--- config.mk ---
export PLATFORM = sky130hd
export DESIGN_NAME = pipe_stage_skid
export DESIGN_NICKNAME = d
export VERILOG_FILES = /design/src/rtl/pipe_pkg.sv /design/src/rtl/pipe_entry.sv /design/src/rtl/pipe_stage_skid.sv
export SDC_FILE = /design/constraint.sdc
export NUM_CORES = 1
export LEC_CHECK = 0
export BUFFER_PORTS_ARGS = -buffer_cell sky130_fd_sc_hd__buf_2
export CORE_ASPECT_RATIO = 0.6
export CORE_MARGIN = 2
export CORE_UTILIZATION = 52
export DETAILED_ROUTE_END_ITERATION = 6
export GPL_ROUTABILITY_DRIVEN = 1
export HOLD_SLACK_MARGIN = 0.1
export PLACE_DENSITY_LB_ADDON = 0.3
export SETUP_SLACK_MARGIN = 0.05
export SYNTH_ARGS = -nofsm -noshare
export SYNTH_HDL_FRONTEND = slang
export SYNTH_HIERARCHICAL = 1
export SYNTH_SLANG_ARGS = --single-unit
--- constraint.sdc ---
create_clock -name clk -period 1.8 [get_ports clk]
set_input_delay 0.18 -clock clk [delete_from_list [all_inputs] [get_ports clk]]
set_output_delay 0.18 -clock clk [all_outputs]
set_load 0.02 [all_outputs]
--- src/rtl/pipe_pkg.sv ---
// ---------------------------------------------------------------------------
// pipe_pkg
// Shared types and constants for the skid-buffered pipeline stage.
//   state_e     : occupancy state of the stage (EMPTY / ONE / TWO); the
//                 encoding equals the number of entries held
//   NOP_INSTR   : bubble instruction presented when NOP injection is built in
//   DEF_*_W     : default field widths
//   occ_of()    : maps a state to its 2-bit occupancy count
// ---------------------------------------------------------------------------
package pipe_pkg;

    localparam int DEF_INSTR_W = 16;
    localparam int DEF_PC_W    = 16;

    localparam logic [15:0] NOP_INSTR = 16'h0800;

    typedef enum logic [1:0] {
        EMPTY = 2'd0,
        ONE   = 2'd1,
        TWO   = 2'd2
    } state_e;

    function automatic logic [1:0] occ_of(input state_e s);
        logic [1:0] occ;
        case (s)
            ONE:     occ = 2'd1;
            TWO:     occ = 2'd2;
            default: occ = 2'd0;
        endcase
        return occ;
    endfunction

endpackage

--- src/rtl/pipe_entry.sv ---
// ---------------------------------------------------------------------------
// pipe_entry
// One storage slot of the pipeline stage: a W-bit register with a
// synchronous clear (highest priority) and a load enable.
// Ports:
//   clk    : clock
//   clr_i  : synchronous clear, forces contents to zero
//   load_i : capture d_i at the rising edge
//   d_i    : data to capture
//   q_o    : stored contents
// ---------------------------------------------------------------------------
module pipe_entry #(
    parameter int W = 32
) (
    input  logic         clk,
    input  logic         clr_i,
    input  logic         load_i,
    input  logic [W-1:0] d_i,
    output logic [W-1:0] q_o
);

    logic [W-1:0] data_q;

    always_ff @(posedge clk) begin
        if (clr_i) begin
            data_q <= '0;
        end else if (load_i) begin
            data_q <= d_i;
        end
    end

    assign q_o = data_q;

endmodule

--- src/rtl/pipe_stage_skid.sv ---
// ---------------------------------------------------------------------------
// pipe_stage_skid
// Pipeline register between two stages carrying {instruction, incremented PC}
// with a valid/ready handshake and a 2-entry skid buffer. in_ready is derived
// only from registered state and freeze, so no combinational ready path runs
// from downstream to upstream.
//
// Ports:
//   clk, global_rst      : clock, synchronous active-high reset
//   local_clr            : synchronous flush, same effect as reset
//   freeze               : stall; blocks both handshakes, holds all state
//   in_valid / in_ready  : upstream handshake
//   instr_in, inc_PC_in  : upstream payload
//   out_valid / out_ready: downstream handshake
//   instr_out, inc_PC_out: main-entry payload (qualify with out_valid)
//   occupancy            : number of held entries (0..2)
//
// Build option: define PIPE_NOP_INJECT_EN to force instr_out to NOP_INSTR
// whenever out_valid is low; otherwise instr_out is the raw main entry.
// ---------------------------------------------------------------------------
module pipe_stage_skid
    import pipe_pkg::*;
#(
    parameter int INSTR_W = DEF_INSTR_W,
    parameter int PC_W    = DEF_PC_W
) (
    input  logic               clk,
    input  logic               global_rst,
    input  logic               local_clr,
    input  logic               freeze,
    input  logic               in_valid,
    output logic               in_ready,
    input  logic [INSTR_W-1:0] instr_in,
    input  logic [PC_W-1:0]    inc_PC_in,
    output logic               out_valid,
    input  logic               out_ready,
    output logic [INSTR_W-1:0] instr_out,
    output logic [PC_W-1:0]    inc_PC_out,
    output logic [1:0]         occupancy
);

    localparam int ENTRY_W = INSTR_W + PC_W;

    state_e state_q, state_d;

    logic               clr;
    logic               in_fire;
    logic               out_fire;
    logic               main_load;
    logic               main_from_skid;
    logic               skid_load;
    logic [ENTRY_W-1:0] in_entry;
    logic [ENTRY_W-1:0] main_d;
    logic [ENTRY_W-1:0] main_q;
    logic [ENTRY_W-1:0] skid_q;
    logic [INSTR_W-1:0] main_instr;

    // Clear wins over freeze: a flush always empties the stage.
    assign clr = global_rst | local_clr;

    assign in_ready  = (state_q != TWO)   & ~freeze;
    assign out_valid = (state_q != EMPTY) & ~freeze;
    assign in_fire   = in_valid  & in_ready;
    assign out_fire  = out_valid & out_ready;

    assign in_entry = {instr_in, inc_PC_in};

    always_comb begin
        state_d        = state_q;
        main_load      = 1'b0;
        main_from_skid = 1'b0;
        skid_load      = 1'b0;
        case (state_q)
            EMPTY: begin
                if (in_fire) begin
                    main_load = 1'b1;
                    state_d   = ONE;
                end
            end
            ONE: begin
                if (in_fire && out_fire) begin
                    main_load = 1'b1;
                end else if (in_fire) begin
                    // Downstream stalled: park the new word behind the main one.
                    skid_load = 1'b1;
                    state_d   = TWO;
                end else if (out_fire) begin
                    state_d = EMPTY;
                end
            end
            TWO: begin
                // in_ready is low here, so only the drain path can happen.
                if (out_fire) begin
                    main_load      = 1'b1;
                    main_from_skid = 1'b1;
                    state_d        = ONE;
                end
            end
            default: begin
                state_d = EMPTY;
            end
        endcase
    end

    always_ff @(posedge clk) begin
        if (clr) begin
            state_q <= EMPTY;
        end else begin
            state_q <= state_d;
        end
    end

    assign main_d = main_from_skid ? skid_q : in_entry;

    pipe_entry #(.W(ENTRY_W)) u_main (
        .clk    (clk),
        .clr_i  (clr),
        .load_i (main_load),
        .d_i    (main_d),
        .q_o    (main_q)
    );

    pipe_entry #(.W(ENTRY_W)) u_skid (
        .clk    (clk),
        .clr_i  (clr),
        .load_i (skid_load),
        .d_i    (in_entry),
        .q_o    (skid_q)
    );

    assign main_instr = main_q[ENTRY_W-1:PC_W];
    assign inc_PC_out = main_q[PC_W-1:0];
    assign occupancy  = occ_of(state_q);

`ifdef PIPE_NOP_INJECT_EN
    localparam logic [INSTR_W-1:0] NOP_W = INSTR_W'(NOP_INSTR);
    assign instr_out = out_valid ? main_instr : NOP_W;
`else
    assign instr_out = main_instr;
`endif

endmodule
==> results.md <==
- Worst hold path class: primary input to flop
- Slew headroom: 0.553
- WS Path Type: flop to flop
- Share of layout cells above drive strength 1: 0.369
- CP max-delay cell: dfxtp_2
- R2R setup slack: 150 ps
- Vias in the first global route: 1,985
- Setup TNS Final: 0 ps
- CP endpoint kind: flop
- Worst Tran Pin Value: 671 ps
- Register clock-pin slew on the reported worst setup and hold paths: 70 ps
- Top Ports: 74
- Max incr delay on CP: 370 ps
- Initial antenna violation count: 0
- WP data required: 2000 ps
- Crit share post-route: 0.917
- Nets: 393
- Worst Path Buf+Inv: 2
- Status: completed
- Initial drt markers: 81
- Final setup fails: 0
- Post-synth net total: 302
- Area contributors post-synth: dfxtp_1 46%, mux2i_1 22%, mux2_2 12%, nor2_1 9.1%, buf_12 4.2%
- Hold Fails Final Rpt: 0
- Setup bufs post-CTS: 0
- Crit path arrival time: 1850 ps
- Final Cell Area: 3630 µm²
- Largest net degree at the start of global routing: 67
- First-pass GRT wire length: 9.25 mm
- RSZ-0062 raised after global routing: false
- Register share of total power: 0.491
- Grt ovf: 0
- Total CTS buffers: 9
- Total global-route track usage: 0.196
- Number of inserted diodes: 0
- Clock share of power: 0.415
- Switching fraction of total power: 0.231
- Mapped cell area: 2890 µm²
- Cells after synthesis: 264
- Final setup margin: 150 ps
- Most common flop cell mapped by yosys: dfxtp_1
- FP Rows: 20
- Synth cell count leaders: 70 x nor2_1, 66 x dfxtp_1, 65 x mux2i_1
- Switching Power: 700 µW
- CTS root buffer: clkbuf_8
- PD cells: 834 nW/µm²
- Chip Width: 100 µm
- Crit-path cells: inv_1 -> nor3_4 -> buf_6 -> mux2_2 -> mux2i_1 -> nor2_1
- Unique masters post-synth: 19
- Worst-Skew Late Latency: 330 ps
- Max VDD drop: 0.000497 V
- Via Count: 2,117
- Type of origin of the critical path: flop
- Detail Route Antenna Nets: 0
- HPWL after detailed placement: 3.77 mm
- EDFF count, synth: 0
- Yosys warning total: 6
- Drt first pass iters: 4
- Layout area overhead: 25.6%
- Max-cap violations: 0
- Post-synth ARST share: 0
- Sequential-to-total area share from yosys stat: 0.457
- Critical path fanouts, max: 16
- Post-DR wirelength/cell: 14.1 µm
- Slew Viols, Final: 0
- Total power: 3030 µW
- Yosys top cell by area: dfxtp_1
- Worst Skew: 11.2 ps
- Die H: 61.8 µm
- CTS Buffer Depth: 2
- Cell internal pwr: 2330 µW
- Clock tree sinks: 66
- Most frequent cell after synthesis: nor2_1
- Fill cell count: 423
- Area of the core: 5200 µm²
- Die area: 6200 µm²
- Top cell type's share of synthesized area: 0.457
- Fmax: 606 MHz
- Post-DP Area: 3250 µm²
- Initial core utilization: 0.556
- Placement Setup Slack: 56.6 ps
- TritonCTS clock tree: done
- H-tree Lvls: 3
- Layout Utilization: 0.698
- Drt total wl: 6.02 mm
- GPL Wtd Cong: 0.786
- Period minus WS final: 1650 ps
- Via/cell ratio: 4.97
- Flops & latches, synth: 66
- Delay-heaviest family, CP: multiplexers
- Syn_area_per_cell: 11.0 µm²
- Leak pwr: 0.00146 µW
- Comb power frac: 0.094
- Port bufs: 73
- Drt drc: 0
==> per-stage QoR <==
step | hold WS [ps] | std cells
after floorplan | 327 | 264
after global placement | 426 | 394
after detailed placement | 440 | 394
after CTS | 101 | 426
after global routing | 120 | 426
final | 111 | 426
==> logic make-up after synthesis <==
| kind of cell | share of synthesized area |
|---|---|
| AO/OA/AOI/OAI | 0.00951 |
| buffers and inverters | 0.0700 |
| multiplexers | 0.349 |
| XOR/XNOR | 0.00303 |
| flip-flops | 0.457 |
| AND/OR/NAND/NOR | 0.112 |
==> sequential cells by signal, indices dropped and copies added, names as in the netlist <==
name	cells
u_skid/q_o	32
state_q	2
u_main/q_o	32
==> final timing paths <==
check,start,to,depth (start not counted)
max,state_q[1]$_SDFFE_PP0P_,u_main/q_o[31]$_SDFFE_PP0P_,6
min,inc_PC_in[4],u_skid/q_o[4]$_SDFFE_PP0P_,3
max reg2reg,state_q[1]$_SDFFE_PP0P_,u_main/q_o[31]$_SDFFE_PP0P_,6
min reg2reg,u_main/q_o[20]$_SDFFE_PP0P_,u_main/q_o[20]$_SDFFE_PP0P_,2
==> worst min-delay path, stage by stage <==
cell and delay [ps]:
buf_2 90, mux2i_1 60, nor2_1 70
==> power by group through the flow <==
stage | Sequential (µW) | Combinational [µW] | Clock, µW
finish | 1490 | 284 | 1260
global route | 1490 | 304 | 1350
CTS | 1490 | 283 | 1290
detailed placement | 1520 | 255 | 0
global placement | 1520 | 253 | 0
floorplan | 1540 | 152 | 0
==> layout make-up <==
cell class / count / area [µm²] / share of cell area
multi-input combinational: 180 / 1380 / 0.380
sequential: 66 / 1320 / 0.364
timing repair buffer: 97 / 639 / 0.176
clock buffer: 11 / 151 / 0.0417
tap: 66 / 82.6 / 0.0227
clock inverter: 5 / 52.6 / 0.0145
inverter: 1 / 3.75 / 0.00103
==> cells in the final DEF, fill, tap and decap left out, types with 2 or more instances in the layout <==
| cell | Yosys | routed |
|---|---|---|
| a32oi_1 | 2 | 2 |
| buf_12 | 6 | 4 |
| buf_2 | 0 | 73 |
| buf_4 | 0 | 3 |
| clkbuf_8 | 0 | 11 |
| clkinv_2 | 0 | 3 |
| dfxtp_1 | 66 | 65 |
| dlygate4sd3_1 | 0 | 16 |
| mux2_1 | 2 | 2 |
| mux2_2 | 30 | 30 |
| mux2i_1 | 65 | 65 |
| nand2b_1 | 2 | 2 |
| nor2_1 | 70 | 69 |
==> metal layers <==
metal  vias to the layer above  global-route usage  share of wire
met1                       982               0.252           0.49
met4                         0              0.0705         0.0063
met2                        55               0.312           0.44
li1                       1076                   -              -
met3                         4              0.0705          0.059
met5                         -                   0              0
==> timing repair <==
item,in CTS,in global routing
gates resized for setup,0,6
endpoints found under the setup margin,0,22
endpoints found under the hold margin,16,0
hold buffers,16,0
Note: power is estimated with default switching activity, not from simulation.
